<file path="config.mk">
export PLATFORM = sky130hd
export DESIGN_NAME = serial_byte_queue_top
export DESIGN_NICKNAME = d
export VERILOG_FILES = /design/src/rtl/serial_byte_queue_top.sv
export SDC_FILE = /design/constraint.sdc
export NUM_CORES = 1
export LEC_CHECK = 0
export ABC_AREA = 1
export BUFFER_PORTS_ARGS = -buffer_cell sky130_fd_sc_hd__clkbuf_2
export CORE_MARGIN = 5
export CORE_UTILIZATION = 36
export DETAILED_ROUTE_END_ITERATION = 10
export PLACE_DENSITY = 0.49
export SYNTH_ARGS = -nofsm -noshare
export SYNTH_HDL_FRONTEND = slang
export SYNTH_SLANG_ARGS = --single-unit
</file>
<file path="constraint.sdc">
create_clock -name clock1M -period 2.55 [get_ports clock1M]
set_input_delay 0.765 -clock clock1M [delete_from_list [all_inputs] [get_ports clock1M]]
set_output_delay 0.765 -clock clock1M [all_outputs]
set_load 0.01 [all_outputs]
</file>
<file path="src/rtl/serial_byte_queue_top.sv">
// Serial byte FIFO: a bit-serial writer shifts bytes in MSB-first, one bit per
// write_in rising edge. Each completed byte goes into a circular queue. A
// dequeue_in pulse pops the oldest byte and shifts it out on data_out MSB-first.
//
// Ports:
//   clock1M    - system clock, all logic on its rising edge
//   reset      - synchronous, active-high reset
//   data_in    - serial data bit, sampled on a write_in rising edge
//   write_in   - bit strobe (level); only its 0->1 transition matters
//   dequeue_in - pop request, sampled every clock
//   data_out   - serial output of the dequeued byte, 0 when idle
//   status_out - 1 when the queue holds DEPTH bytes
module serial_byte_queue_top #(
  parameter int unsigned WIDTH = 8,
  parameter int unsigned DEPTH = 8   // power of two, >= 2
) (
  input  logic clock1M,
  input  logic reset,
  input  logic data_in,
  input  logic write_in,
  input  logic dequeue_in,
  output logic data_out,
  output logic status_out
);

  localparam int unsigned PW = $clog2(DEPTH);
  localparam int unsigned CW = $clog2(DEPTH + 1);
  localparam int unsigned BW = $clog2(WIDTH);

  logic             r_write_q;
  logic [BW-1:0]    r_bit_cnt;
  // Only WIDTH-1 bits are kept: the oldest bit is flushed by the completing shift.
  logic [WIDTH-2:0] r_shift;
  logic [WIDTH-1:0] r_mem [DEPTH];
  logic [PW-1:0]    r_wr_ptr;
  logic [PW-1:0]    r_rd_ptr;
  logic [CW-1:0]    r_count;
  logic [WIDTH-1:0] r_ser_sh;
  logic [BW-1:0]    r_ser_left;
  logic             r_ser_busy;
  logic             r_data_out;
  logic             r_full;

  logic             w_write_evt;
  logic             w_byte_done;
  logic [WIDTH-1:0] w_byte;
  logic             w_ser_idle;
  logic             w_pop;
  logic             w_push;
  logic [CW-1:0]    w_count_nxt;

  assign w_write_evt = write_in & ~r_write_q;
  assign w_byte_done = w_write_evt && (r_bit_cnt == BW'(WIDTH - 1));
  assign w_byte      = {r_shift, data_in};

  // The bit0 cycle counts as idle so a held dequeue_in yields contiguous bytes.
  assign w_ser_idle  = !r_ser_busy || (r_ser_left == '0);
  assign w_pop       = dequeue_in && (r_count != '0) && w_ser_idle;
  // A pop in the same edge frees a slot, so a push into a full queue still lands.
  assign w_push      = w_byte_done && ((r_count != CW'(DEPTH)) || w_pop);

  // Occupancy next value
  always_comb begin
    w_count_nxt = r_count;
    case ({w_push, w_pop})
      2'b10:   w_count_nxt = CW'(r_count + 1'b1);
      2'b01:   w_count_nxt = CW'(r_count - 1'b1);
      default: w_count_nxt = r_count;
    endcase
  end

  // Write-side: edge detect and deserializer
  always_ff @(posedge clock1M) begin
    if (reset) begin
      r_write_q <= 1'b0;
      r_bit_cnt <= '0;
      r_shift   <= '0;
    end else begin
      r_write_q <= write_in;
      if (w_write_evt) begin
        r_shift   <= w_byte[WIDTH-2:0];
        r_bit_cnt <= w_byte_done ? '0 : BW'(r_bit_cnt + 1'b1);
      end
    end
  end

  // Queue storage; contents are meaningless while count says empty
  always_ff @(posedge clock1M) begin
    if (w_push) r_mem[r_wr_ptr] <= w_byte;
  end

  // Queue pointers, occupancy and full flag
  always_ff @(posedge clock1M) begin
    if (reset) begin
      r_wr_ptr <= '0;
      r_rd_ptr <= '0;
      r_count  <= '0;
      r_full   <= 1'b0;
    end else begin
      if (w_push) r_wr_ptr <= PW'(r_wr_ptr + 1'b1);
      if (w_pop)  r_rd_ptr <= PW'(r_rd_ptr + 1'b1);
      r_count <= w_count_nxt;
      r_full  <= (w_count_nxt == CW'(DEPTH));
    end
  end

  // Output serializer: bit7 appears the cycle after the pop edge
  always_ff @(posedge clock1M) begin
    if (reset) begin
      r_ser_sh   <= '0;
      r_ser_left <= '0;
      r_ser_busy <= 1'b0;
      r_data_out <= 1'b0;
    end else if (w_pop) begin
      r_ser_sh   <= {r_mem[r_rd_ptr][WIDTH-2:0], 1'b0};
      r_data_out <= r_mem[r_rd_ptr][WIDTH-1];
      r_ser_left <= BW'(WIDTH - 1);
      r_ser_busy <= 1'b1;
    end else if (r_ser_busy && (r_ser_left != '0)) begin
      r_data_out <= r_ser_sh[WIDTH-1];
      r_ser_sh   <= {r_ser_sh[WIDTH-2:0], 1'b0};
      r_ser_left <= BW'(r_ser_left - 1'b1);
    end else begin
      r_ser_busy <= 1'b0;
      r_data_out <= 1'b0;
    end
  end

  assign data_out   = r_data_out;
  assign status_out = r_full;

endmodule

</file>
==> metrics.md, run 1 <==
| Metric | Value |
|---|---|
| Status | `finished clean` |
| First-pass GRT wire length | `14500 um` |
| Final instance area | `4692 um^2` |
| Placed Area | `4404 um^2` |
| Die height | `117.1 um` |
| Unique cell type count in the Yosys netlist | `30` |
| Die area | `13720 um^2` |
| Total Wirelength | `8902 um` |
| Setup TNS | `0 ns` |
| Initial Util | `0.3649` |
| Gpl congestion | `0.7739` |
| Root buffer cell | `clkbuf_16` |
| Max_cap viols | `0` |
| Dominant cells by area after synthesis | `edfxtp_1, dfxtp_1, nor2_1, o21ai_0, nand2_1` |
| DP HPWL | `5775 um` |
| Dpl cells | `548` |
| Met3 WL post-DR | `525 um` |
| Routed met1 length | `3977 um` |
| Leakage | `1.801 nW` |
| Num CTS Buffers | `9` |
| Vias/cell | `4.885` |
| Layout cells sized above 1 | `0.1259` |
| Core area | `11320 um^2` |
| Post-synthesis net count | `410` |
| Global route overflow | `0` |
| Number of detailed-route iterations in the first pass | `4` |
| Final setup fails | `0` |
| Crit end category | `register` |
| Area leader, netlist | `edfxtp_1` |
| Top Metal Used | `met4` |
| CTS tree | `yes` |
| Worst Path Max Fanout | `10` |
| Max frequency | `446.5 MHz` |
| Area of the multi-input gates | `1289 um^2` |
| Post-Syn Area | `4131 um^2` |
| # resized after CTS | `0` |
| Final hold vios | `0` |
| I/O Buffers | `6` |
| Total number of vias | `2755` |
| Remaining antenna violation count after routing | `0` |
| Largest net degree at the start of global routing | `33` |
| Worst Max-Slew Pin Slew | `0.8358 ns` |
| Fillers | `1094` |
| Cell Rows | `39` |
| Syn Inst Count | `396` |
| Post-CTS setup buffers | `0` |
| Worst-skew pair later-pin latency | `0.34 ns` |
| Hold_buf cts | `0` |
| Avg WL per Cell | `15.78 um` |
| Most frequent cells in the layout | `nor2_1, edfxtp_1, o21ai_0, nand2_1, dfxtp_1` |
| Crit path time final | `2.240 ns` |
| Max Slew Vio Count | `0` |
| GRT Util Overall | `0.1442` |
| Critical Path RT | `2.83 ns` |
| Asr flop ratio synth | `0` |
| Period utilisation layout | `0.8783` |
| Clk_skew | `0.005967 ns` |
| Relative max-transition margin | `0.4422` |
| Max IR drop VDD | `0.0006021 V` |
| Die width | `117.1 um` |
| Detailed Route Iter0 Violations | `183` |
| Number of global-route vias before repair | `2661` |
| Main synth FF type | `edfxtp_1` |
| H-Tree Depth | `3` |
| Setup Crit Path Kind | `reg -> reg` |
| Area grow syn2layout | `13.57%` |
| Synth Register Bits | `101` |
| IO Count | `7` |
| DRC violations left | `0` |
| Yosys Warn Count | `0` |
| Worst-path clk slew | `0.06 ns` |
| Clk buf depth | `2` |
| HP Class | `reg -> reg` |
| Sequential area share after synthesis | `0.6445` |
| Finished Layout Cells | `564` |
| CTS sink cnt | `101` |
| Post-synth EDFFs | `64` |
| Synthesized area per cell | `10.43 um^2` |
| Startpoint types | `register` |
| N_diodes | `0` |
| Nets@finish | `430` |
| Crit path DAT | `2.52 ns` |
| Met2 wire len | `4282 um` |
| FF+latch area | `2663 um^2` |
| Most common cell after layout, fill and taps aside | `nor2_1` |
| Pwr Density | `990.2 nW/um^2` |
| Post-synth top area share | `0.4652` |
| Antenna violations before repair | `0` |
-- cell families after synthesis --
kind of cell,synth area share
simple gates,0.1635
flops,0.6445
compound gates,0.1163
buf+inv,0.04451
fa+ha+maj,0.02907
xor+xnor,0.002120
-- per-stage QoR --
step                setup slack, ns  hold WS, ns  power, W    util
global placement             0.2571       0.4238  0.003356  0.3890
finish                       0.3103       0.4357  0.004646  0.4145
detailed placement           0.2188       0.4306  0.003371  0.3890
CTS                          0.2830       0.4394  0.004690  0.4141
global route               -0.02577       0.4710  0.005008  0.4145
floorplan                    0.3694       0.4122  0.003000       -
-- per-layer routing --
layer | track usage | vias to the layer above
met5 | 0 | -
met4 | 0.05275 | 0
met3 | 0.02931 | 8
met2 | 0.2283 | 61
met1 | 0.1970 | 1281
li1 | - | 1405
-- cells in the mapped netlist, drive strengths merged, types with 3 or more instances --
cell    instances
nor2           73
edfxtp         64
o21ai          52
nand2          47
dfxtp          37
inv            32
nand3          22
a21oi          18
o22ai          12
buf            10
ha              8
o211ai          5
clkbuf          4
or2             4
nand3b          3
-- path summary, 6_finish.rpt --
kind | from | end | slack [ns] | depth (start not counted)
max reg2reg | r_ser_left[0]$_SDFFE_PP0P_ | status_out$_SDFF_PP0_ | 0.31 | 15
min | r_rd_ptr[2]$_SDFFE_PP0N_ | register | 0.44 | 1
min reg2reg | r_rd_ptr[2]$_SDFFE_PP0N_ | register | 0.44 | 1
max | r_ser_left[0]$_SDFFE_PP0P_ | status_out$_SDFF_PP0_ | 0.31 | 15
-- area by class of cell --
cell class / count / area share
flip-flops and latches: 101 / 0.5675
multi-input cells: 249 / 0.2747
clock buffers: 11 / 0.04960
well taps: 143 / 0.03813
repair buffers: 23 / 0.03360
inverters: 32 / 0.02560
clock inverters: 5 / 0.01093
-- worst max-delay path, stage by stage (launching register included) --
cell     delay [ns]
dfxtp_1        0.35
inv_1          0.05
ha_1           0.19
ha_1           0.17
inv_1          0.06
nand2_2        0.14
nand4_1        0.17
inv_1          0.07
ha_1           0.33
a21oi_2        0.17
nand3_1        0.09
nand2_1        0.09
nand2_1        0.05
nand2_1        0.05
nand3_1        0.08
nor2_1         0.11
-- sequential cells by signal, summed over array words and instances, names as in the netlist, named ones only --
signal      flops
data_out        1
r_bit_cnt       3
r_count         4
r_mem          64
r_rd_ptr        3
r_ser_busy      1
r_ser_left      3
r_ser_sh        7
r_shift         7
r_wr_ptr        3
r_write_q       1
status_out      1
-- report_power, final --
group | leakage [nW] | total, W | switching [W] | internal, W
logic | 0.773 | 0.00132 | 0.000851 | 0.000472
registers | 0.889 | 0.00201 | 0.000118 | 0.00189
clock network | 0.139 | 0.00132 | 0.000561 | 0.000755
No activity file was read; power rests on OpenSTA's default activity.
==> inputs of run 2 (changes only) <==
Settings changed: CAP_MARGIN from default to 10, CELL_PAD_IN_SITES_DETAIL_PLACEMENT from default to 1, CELL_PAD_IN_SITES_GLOBAL_PLACEMENT from default to 1, PLACE_DENSITY 0.49 to 0.58.
Clock period 2.55 ns to 2.6 ns, I/O delays scaled along.
==> run 2 against run 1 <==
  * Register-to-register slack improved by 0.07 ns
  * Die area unchanged
  * Utilization decreased by 0.14 points
  * Cell area down 0.35%
  * Via count grew 2.8%
  * Cell count shrank 0.18%
  * Clock skew rose by 0.00062 ns
  * First-iteration DRC count fell by 4.9%
  * Sequential share of layout area up 0.20 points
  * Non-clock buffer count down 1
  * Power is 2.7% lower
==> metrics.md, run 2 (same netlist as run 1, synthesis figures left out) <==
| Metric | Value |
|---|---|
| Status | `finished clean (unchanged)` |
| Final hold vios | `0 (unchanged)` |
| Worst-skew pair later-pin latency | `0.34 ns (about the same)` |
| Die area | `13720 um^2 (unchanged)` |
| Most frequent cells in the layout | `nor2_1, edfxtp_1, o21ai_0, nand2_1, dfxtp_1 (unchanged)` |
| Setup TNS | `0 ns (unchanged)` |
| Clk_skew | `0.006583 ns (was 0.005967 ns)` |
| Relative max-transition margin | `0.6150 (was 0.4422)` |
| CTS tree | `yes (unchanged)` |
| Max frequency | `451.3 MHz (was 446.5 MHz)` |
| Detailed Route Iter0 Violations | `174 (was 183)` |
| Post-CTS setup buffers | `0 (unchanged)` |
| Pwr Density | `966.8 nW/um^2 (was 990.2 nW/um^2)` |
| Area grow syn2layout | `13.17% (was 13.57%)` |
| Most common cell after layout, fill and taps aside | `nor2_1 (unchanged)` |
| Worst-path clk slew | `0.06 ns (about the same)` |
| Max Slew Vio Count | `0 (unchanged)` |
| DP HPWL | `6450 um (was 5775 um)` |
| Crit path time final | `2.216 ns (was 2.240 ns)` |
| Worst Path Max Fanout | `4 (was 10)` |
| Largest net degree at the start of global routing | `33 (unchanged)` |
| Max_cap viols | `0 (unchanged)` |
| Startpoint types | `register (unchanged)` |
| HP Class | `reg -> reg (unchanged)` |
| H-Tree Depth | `3 (unchanged)` |
| DRC violations left | `0 (unchanged)` |
| Setup Crit Path Kind | `reg -> reg (unchanged)` |
| Die width | `117.1 um (unchanged)` |
| R2r setup slk | `0.38 ns (was 0.31 ns)` |
| Core area | `11320 um^2 (unchanged)` |
| Num CTS Buffers | `9 (unchanged)` |
| Global route overflow | `0 (unchanged)` |
| Total Wirelength | `9690 um (was 8902 um)` |
| Vias/cell | `5.030 (was 4.885)` |
| Hold_buf cts | `0 (unchanged)` |
| Total number of vias | `2832 (was 2755)` |
| N_diodes | `0 (unchanged)` |
| Root buffer cell | `clkbuf_16 (unchanged)` |
| Leakage | `1.795 nW (was 1.801 nW)` |
| Crit end category | `register (unchanged)` |
| I/O Buffers | `6 (unchanged)` |
| First-pass GRT wire length | `15860 um (was 14500 um)` |
| Largest Register | `r_mem (unchanged)` |
| Crit path DAT | `2.49 ns (was 2.52 ns)` |
| # resized after CTS | `0 (unchanged)` |
| Final setup fails | `0 (unchanged)` |
| Largest registers | `r_mem x64, r_ser_sh x7, r_shift x7 (unchanged)` |
| Worst Max-Slew Pin Slew | `0.5769 ns (was 0.8358 ns)` |
| Gpl congestion | `0.7624 (was 0.7739)` |
| Max IR drop VDD | `0.0005319 V (was 0.0006021 V)` |
| Clk buf depth | `2 (unchanged)` |
| Slowest CP cell | `dfxtp_1 (unchanged)` |
| Antenna violations before repair | `0 (unchanged)` |
| GRT Util Overall | `0.1558 (was 0.1442)` |
| Initial Util | `0.3649 (unchanged)` |
| Number of detailed-route iterations in the first pass | `4 (unchanged)` |
| CTS sink cnt | `101 (unchanged)` |
| Period utilisation layout | `0.8522 (was 0.8783)` |
| Number of global-route vias before repair | `3012 (was 2661)` |
| Critical Path RT | `2.87 ns (was 2.83 ns)` |
| RSZ-0062 raised after global routing | `false` |
| Cell Rows | `39 (unchanged)` |
| CP max stage delay | `0.35 ns (about the same)` |
| Layout cells sized above 1 | `0.1286 (was 0.1259)` |
| Remaining antenna violation count after routing | `0 (unchanged)` |
| IO Count | `7 (unchanged)` |
| Number of flip-flops in the largest register | `64 (unchanged)` |
| Critical path, cell by cell | `inv_1 -> ha_1 -> ha_1 -> inv_1 -> nand2_2 -> nand4_1 -> inv_1 -> ha_1 -> a21oi_1 -> nand3_1 -> nand2_1 -> nand2_1 -> nand2_1 -> nand3_1 -> nor2_1 (was inv_1 -> ha_1 -> ha_1 -> inv_1 -> nand2_2 -> nand4_1 -> inv_1 -> ha_1 -> a21oi_2 -> nand3_1 -> nand2_1 -> nand2_1 -> nand2_1 -> nand3_1 -> nor2_1)` |
| Design Power | `0.004521 W (was 0.004646 W)` |
| Avg WL per Cell | `17.21 um (was 15.78 um)` |
| Nets@finish | `429 (was 430)` |
| Die height | `117.1 um (unchanged)` |
==> run 2: cell types whose count changed in the layout (fill, tap and decap cells not counted), sizes merged <==
cell      delta
buf          -1
bufinv       -1
clkbuf       +1
clkinv       -1
clkinvlp     +1
==> run 2: routing by layer <==
metal	vias to the layer above	GRT usage	wire length, um
met5	-	0	0
met4	0	0.04358	106
met2	30	0.2624	4679
met1	1393	0.2071	4565
met3	9	0.02776	338
li1	1400	-	-
==> run 2: stage by stage <==
stage / setup slack [ns] / cell area [um^2] / instances / util / hold WS, ns
2_1_floorplan: 0.4044 / 4131 / 396 / - / 0.4122
3_3_place_gp: 0.2925 / 4397 / 547 / 0.3884 / 0.4288
3_5_place_dp: 0.2407 / 4397 / 547 / 0.3884 / 0.4361
4_1_cts: 0.3607 / 4676 / 563 / 0.4130 / 0.4453
5_1_grt: 0.1113 / 4676 / 563 / 0.4130 / 0.4708
6_report: 0.3843 / 4676 / 563 / 0.4130 / 0.4414
==> run 2: report_power, final <==
| part | total, W | internal [W] | switching [W] |
|---|---|---|---|
| registers | 0.00199 | 0.00185 | 0.000139 |
| logic | 0.00127 | 0.000457 | 0.000815 |
| clock network | 0.00126 | 0.000697 | 0.000560 |
| total | 0.00452 | 0.00301 | 0.00151 |
==> run 2: final cells by class <==
| class | count | area, um^2 |
|---|---|---|
| inverter | 32 | 120.1 |
| timing repair buffer | 22 | 150.1 |
| clock inverter | 4 | 22.52 |
| multi-input combinational | 249 | 1285 |
| clock buffer | 12 | 256.5 |
| sequential | 101 | 2663 |
| tap | 143 | 178.9 |
| fill | 1288 | 6645 |
==> run 2: path summary, 6_finish.rpt <==
kind | start | to | cells after the start
worst max register to register | r_ser_left[0]$_SDFFE_PP0P_ | status_out$_SDFF_PP0_ | 15
worst min register to register | r_rd_ptr[2]$_SDFFE_PP0N_ | r_rd_ptr[2]$_SDFFE_PP0N_ | 1
worst max-delay path | r_ser_left[0]$_SDFFE_PP0P_ | status_out$_SDFF_PP0_ | 15
worst min-delay path | r_rd_ptr[2]$_SDFFE_PP0N_ | r_rd_ptr[2]$_SDFFE_PP0N_ | 1
==> run 2: critical path: cells and delay by family, from the launching register on <==
kind                       cells  cell delay (ns)
DFF                            1             0.35
AOI/OAI and AO/OA              1             0.20
adders and majority gates      3             0.69
buffers and inverters          3             0.18
and+or+nand+nor                8             0.72
==> inputs of run 3 (changes only) <==
Settings changed: CORE_UTILIZATION 36 to 53, PLACE_DENSITY 0.58 to 0.81.
==> run 3 against run 2 <==
  * Hold slack better by 0.025 ns
  * First-iteration DRC count down 26%
  * Cell area down 2.1%
  * Clock skew up 0.0070 ns
  * Clock power down 16%
  * Combinational power up 8%
  * Non-clock buffer count unchanged
  * Cell count down 7.3%
  * Largest power group unchanged
  * Largest cell class unchanged
  * Global-route usage up 6.7 points
==> metrics.md, run 3 (same netlist as run 1, synthesis figures left out) <==
| Metric | Value |
|---|---|
| Status | `finished clean (unchanged)` |
| CTS sink cnt | `101 (unchanged)` |
| Placed Area | `4345 um^2 (was 4397 um^2)` |
| Avg WL per Cell | `19.65 um (was 17.21 um)` |
| IO Count | `7 (unchanged)` |
| Gpl congestion | `0.7461 (was 0.7624)` |
| Area grow syn2layout | `10.81% (was 13.17%)` |
| CP max stage delay | `0.37 ns (was 0.35 ns)` |
| Global route overflow | `0 (unchanged)` |
| Total Wirelength | `10260 um (was 9690 um)` |
| Crit path DAT | `2.67 ns (was 2.49 ns)` |
| Clk_skew | `0.01363 ns (was 0.006583 ns)` |
| Remaining antenna violation count after routing | `0 (unchanged)` |
| Max frequency | `422.1 MHz (was 451.3 MHz)` |
| Die area | `9661 um^2 (was 13720 um^2)` |
| Largest Register | `r_mem (unchanged)` |
| Detailed Route Iter0 Violations | `128 (was 174)` |
| Vias/cell | `5.609 (was 5.030)` |
| Most common cell after layout, fill and taps aside | `nor2_1 (unchanged)` |
| Die height | `98.29 um (was 117.1 um)` |
| Post-layout util | `0.5987 (was 0.4130)` |
| Worst-skew pair later-pin latency | `0.37 ns (was 0.34 ns)` |
| Number of global-route vias before repair | `3252 (was 3012)` |
| Critical Path RT | `2.90 ns (was 2.87 ns)` |
| First-pass GRT wire length | `16460 um (was 15860 um)` |
| Initial Util | `0.5402 (was 0.3649)` |
| Pwr Density | `962.5 nW/um^2 (was 966.8 nW/um^2)` |
| Antenna violations before repair | `0 (unchanged)` |
| Max_cap viols | `0 (unchanged)` |
| Post-CTS setup buffers | `0 (unchanged)` |
| DP HPWL | `6647 um (was 6450 um)` |
| Leakage | `1.776 nW (was 1.795 nW)` |
| Largest net degree at the start of global routing | `33 (unchanged)` |
| H-Tree Depth | `3 (unchanged)` |
| Crit end category | `register (unchanged)` |
| DRC violations left | `0 (unchanged)` |
| Worst Path Max Fanout | `10 (was 4)` |
| Clk buf depth | `2 (unchanged)` |
| Root buffer cell | `clkbuf_8 (was clkbuf_16)` |
| Total number of vias | `2928 (was 2832)` |
| Largest registers | `r_mem x64, r_ser_sh x7, r_shift x7 (unchanged)` |
| Layout cells sized above 1 | `0.1310 (was 0.1286)` |
| CP top delay family | `simple AND/OR/NAND/NOR gates (unchanged)` |
| Worst Max-Slew Pin Slew | `0.7575 ns (was 0.5769 ns)` |
| Number of flip-flops in the largest register | `64 (unchanged)` |
| RSZ-0062 raised after global routing | `false (unchanged)` |
| N_diodes | `0 (unchanged)` |
| Crit path time final | `2.369 ns (was 2.216 ns)` |
| GRT Util Overall | `0.2224 (was 0.1558)` |
| Setup TNS | `0 ns (unchanged)` |
| Max Slew Vio Count | `0 (unchanged)` |
| Most frequent cells in the layout | `nor2_1, edfxtp_1, o21ai_0, nand2_1, dfxtp_1 (unchanged)` |
| HP Class | `reg -> reg (unchanged)` |
| Worst path bufs/invs | `3 (unchanged)` |
| Final setup fails | `0 (unchanged)` |
| Nets@finish | `429 (unchanged)` |
| Relative max-transition margin | `0.4944 (was 0.6150)` |
| Setup Crit Path Kind | `reg -> reg (unchanged)` |
| Core area | `7647 um^2 (was 11320 um^2)` |
| I/O Buffers | `6 (unchanged)` |
| Worst-path clk slew | `0.10 ns (was 0.06 ns)` |
| Cell Rows | `32 (was 39)` |
| CTS tree | `yes (unchanged)` |
| Period utilisation layout | `0.9111 (was 0.8522)` |
| Num CTS Buffers | `9 (unchanged)` |
| Die width | `98.29 um (was 117.1 um)` |
| Slowest CP cell | `dfxtp_1 (unchanged)` |
| Final instance area | `4578 um^2 (was 4676 um^2)` |
| Startpoint types | `register (unchanged)` |
| Number of detailed-route iterations in the first pass | `4 (unchanged)` |
| Final hold vios | `0 (unchanged)` |
| Max IR drop VDD | `0.0004829 V (was 0.0005319 V)` |
| Critical path, cell by cell | `inv_1 -> ha_1 -> ha_1 -> inv_1 -> nand2_4 -> nand4_1 -> inv_1 -> ha_1 -> a21oi_2 -> nand3_1 -> nand2_1 -> nand2_1 -> nand2_1 -> nand3_1 -> nor2_1 (was inv_1 -> ha_1 -> ha_1 -> inv_1 -> nand2_2 -> nand4_1 -> inv_1 -> ha_1 -> a21oi_1 -> nand3_1 -> nand2_1 -> nand2_1 -> nand2_1 -> nand3_1 -> nor2_1)` |
==> run 3: layer usage <==
layer	share of wire	vias to the layer above	GRT usage	routed length (um)
li1	-	1395	-	-
met1	0.41	1452	0.2753	4182
met2	0.52	62	0.3885	5377
met3	0.047	19	0.03857	477
met4	0.021	0	0.08298	219
met5	0	-	0	0
==> run 3: power breakdown <==
group	internal, W	switching [W]	total, W
Clock	0.000526	0.000534	0.00106
Sequential	0.00185	0.000122	0.00197
Combinational	0.000466	0.000908	0.00137
Total	0.00284	0.00156	0.00441
==> run 3: worst reg2reg max path, delay by kind of cell (launching register included) <==
family / cells / cell delay, ns
compound gates: 1 / 0.18
simple gates: 8 / 0.81
flops: 1 / 0.37
fa+ha+maj: 3 / 0.71
buf+inv: 3 / 0.24
==> run 3: area by class of cell <==
type	count	area, um^2
clock buffer	13	202.7
clock inverter	3	21.27
fill	852	3069
inverter	32	120.1
multi-input combinational	249	1294
sequential	101	2663
tap	102	127.6
timing repair buffer	22	150.1
==> run 3: what timing repair did <==
| action | in CTS | in global routing |
|---|---|---|
| hold buffers | 0 | 0 |
| setup endpoints to repair | 0 | 2 |
| resized for setup | 0 | 2 |
==> run 3: final timing paths <==
path,slack (ns),start,to,cells after the start
min reg2reg,0.47,r_rd_ptr[2]$_SDFFE_PP0N_,r_rd_ptr[2]$_SDFFE_PP0N_,1
min,0.47,r_rd_ptr[2]$_SDFFE_PP0N_,r_rd_ptr[2]$_SDFFE_PP0N_,1
max,0.23,r_ser_left[0]$_SDFFE_PP0P_,status_out$_SDFF_PP0_,15
max reg2reg,0.23,r_ser_left[0]$_SDFFE_PP0P_,status_out$_SDFF_PP0_,15
==> run 3: metrics by stage <==
| step | instances | hold slack, ns | total power, W | setup WS, ns |
|---|---|---|---|---|
| after detailed placement | 506 | 0.4438 | 0.003347 | 0.1217 |
| after CTS | 522 | 0.4644 | 0.004403 | 0.1512 |
| after global placement | 506 | 0.4278 | 0.003244 | 0.2895 |
| after floorplan | 396 | 0.4122 | 0.002942 | 0.4044 |
| final | 522 | 0.4668 | 0.004407 | 0.2311 |
| after global routing | 522 | 0.5043 | 0.004714 | 0.006461 |
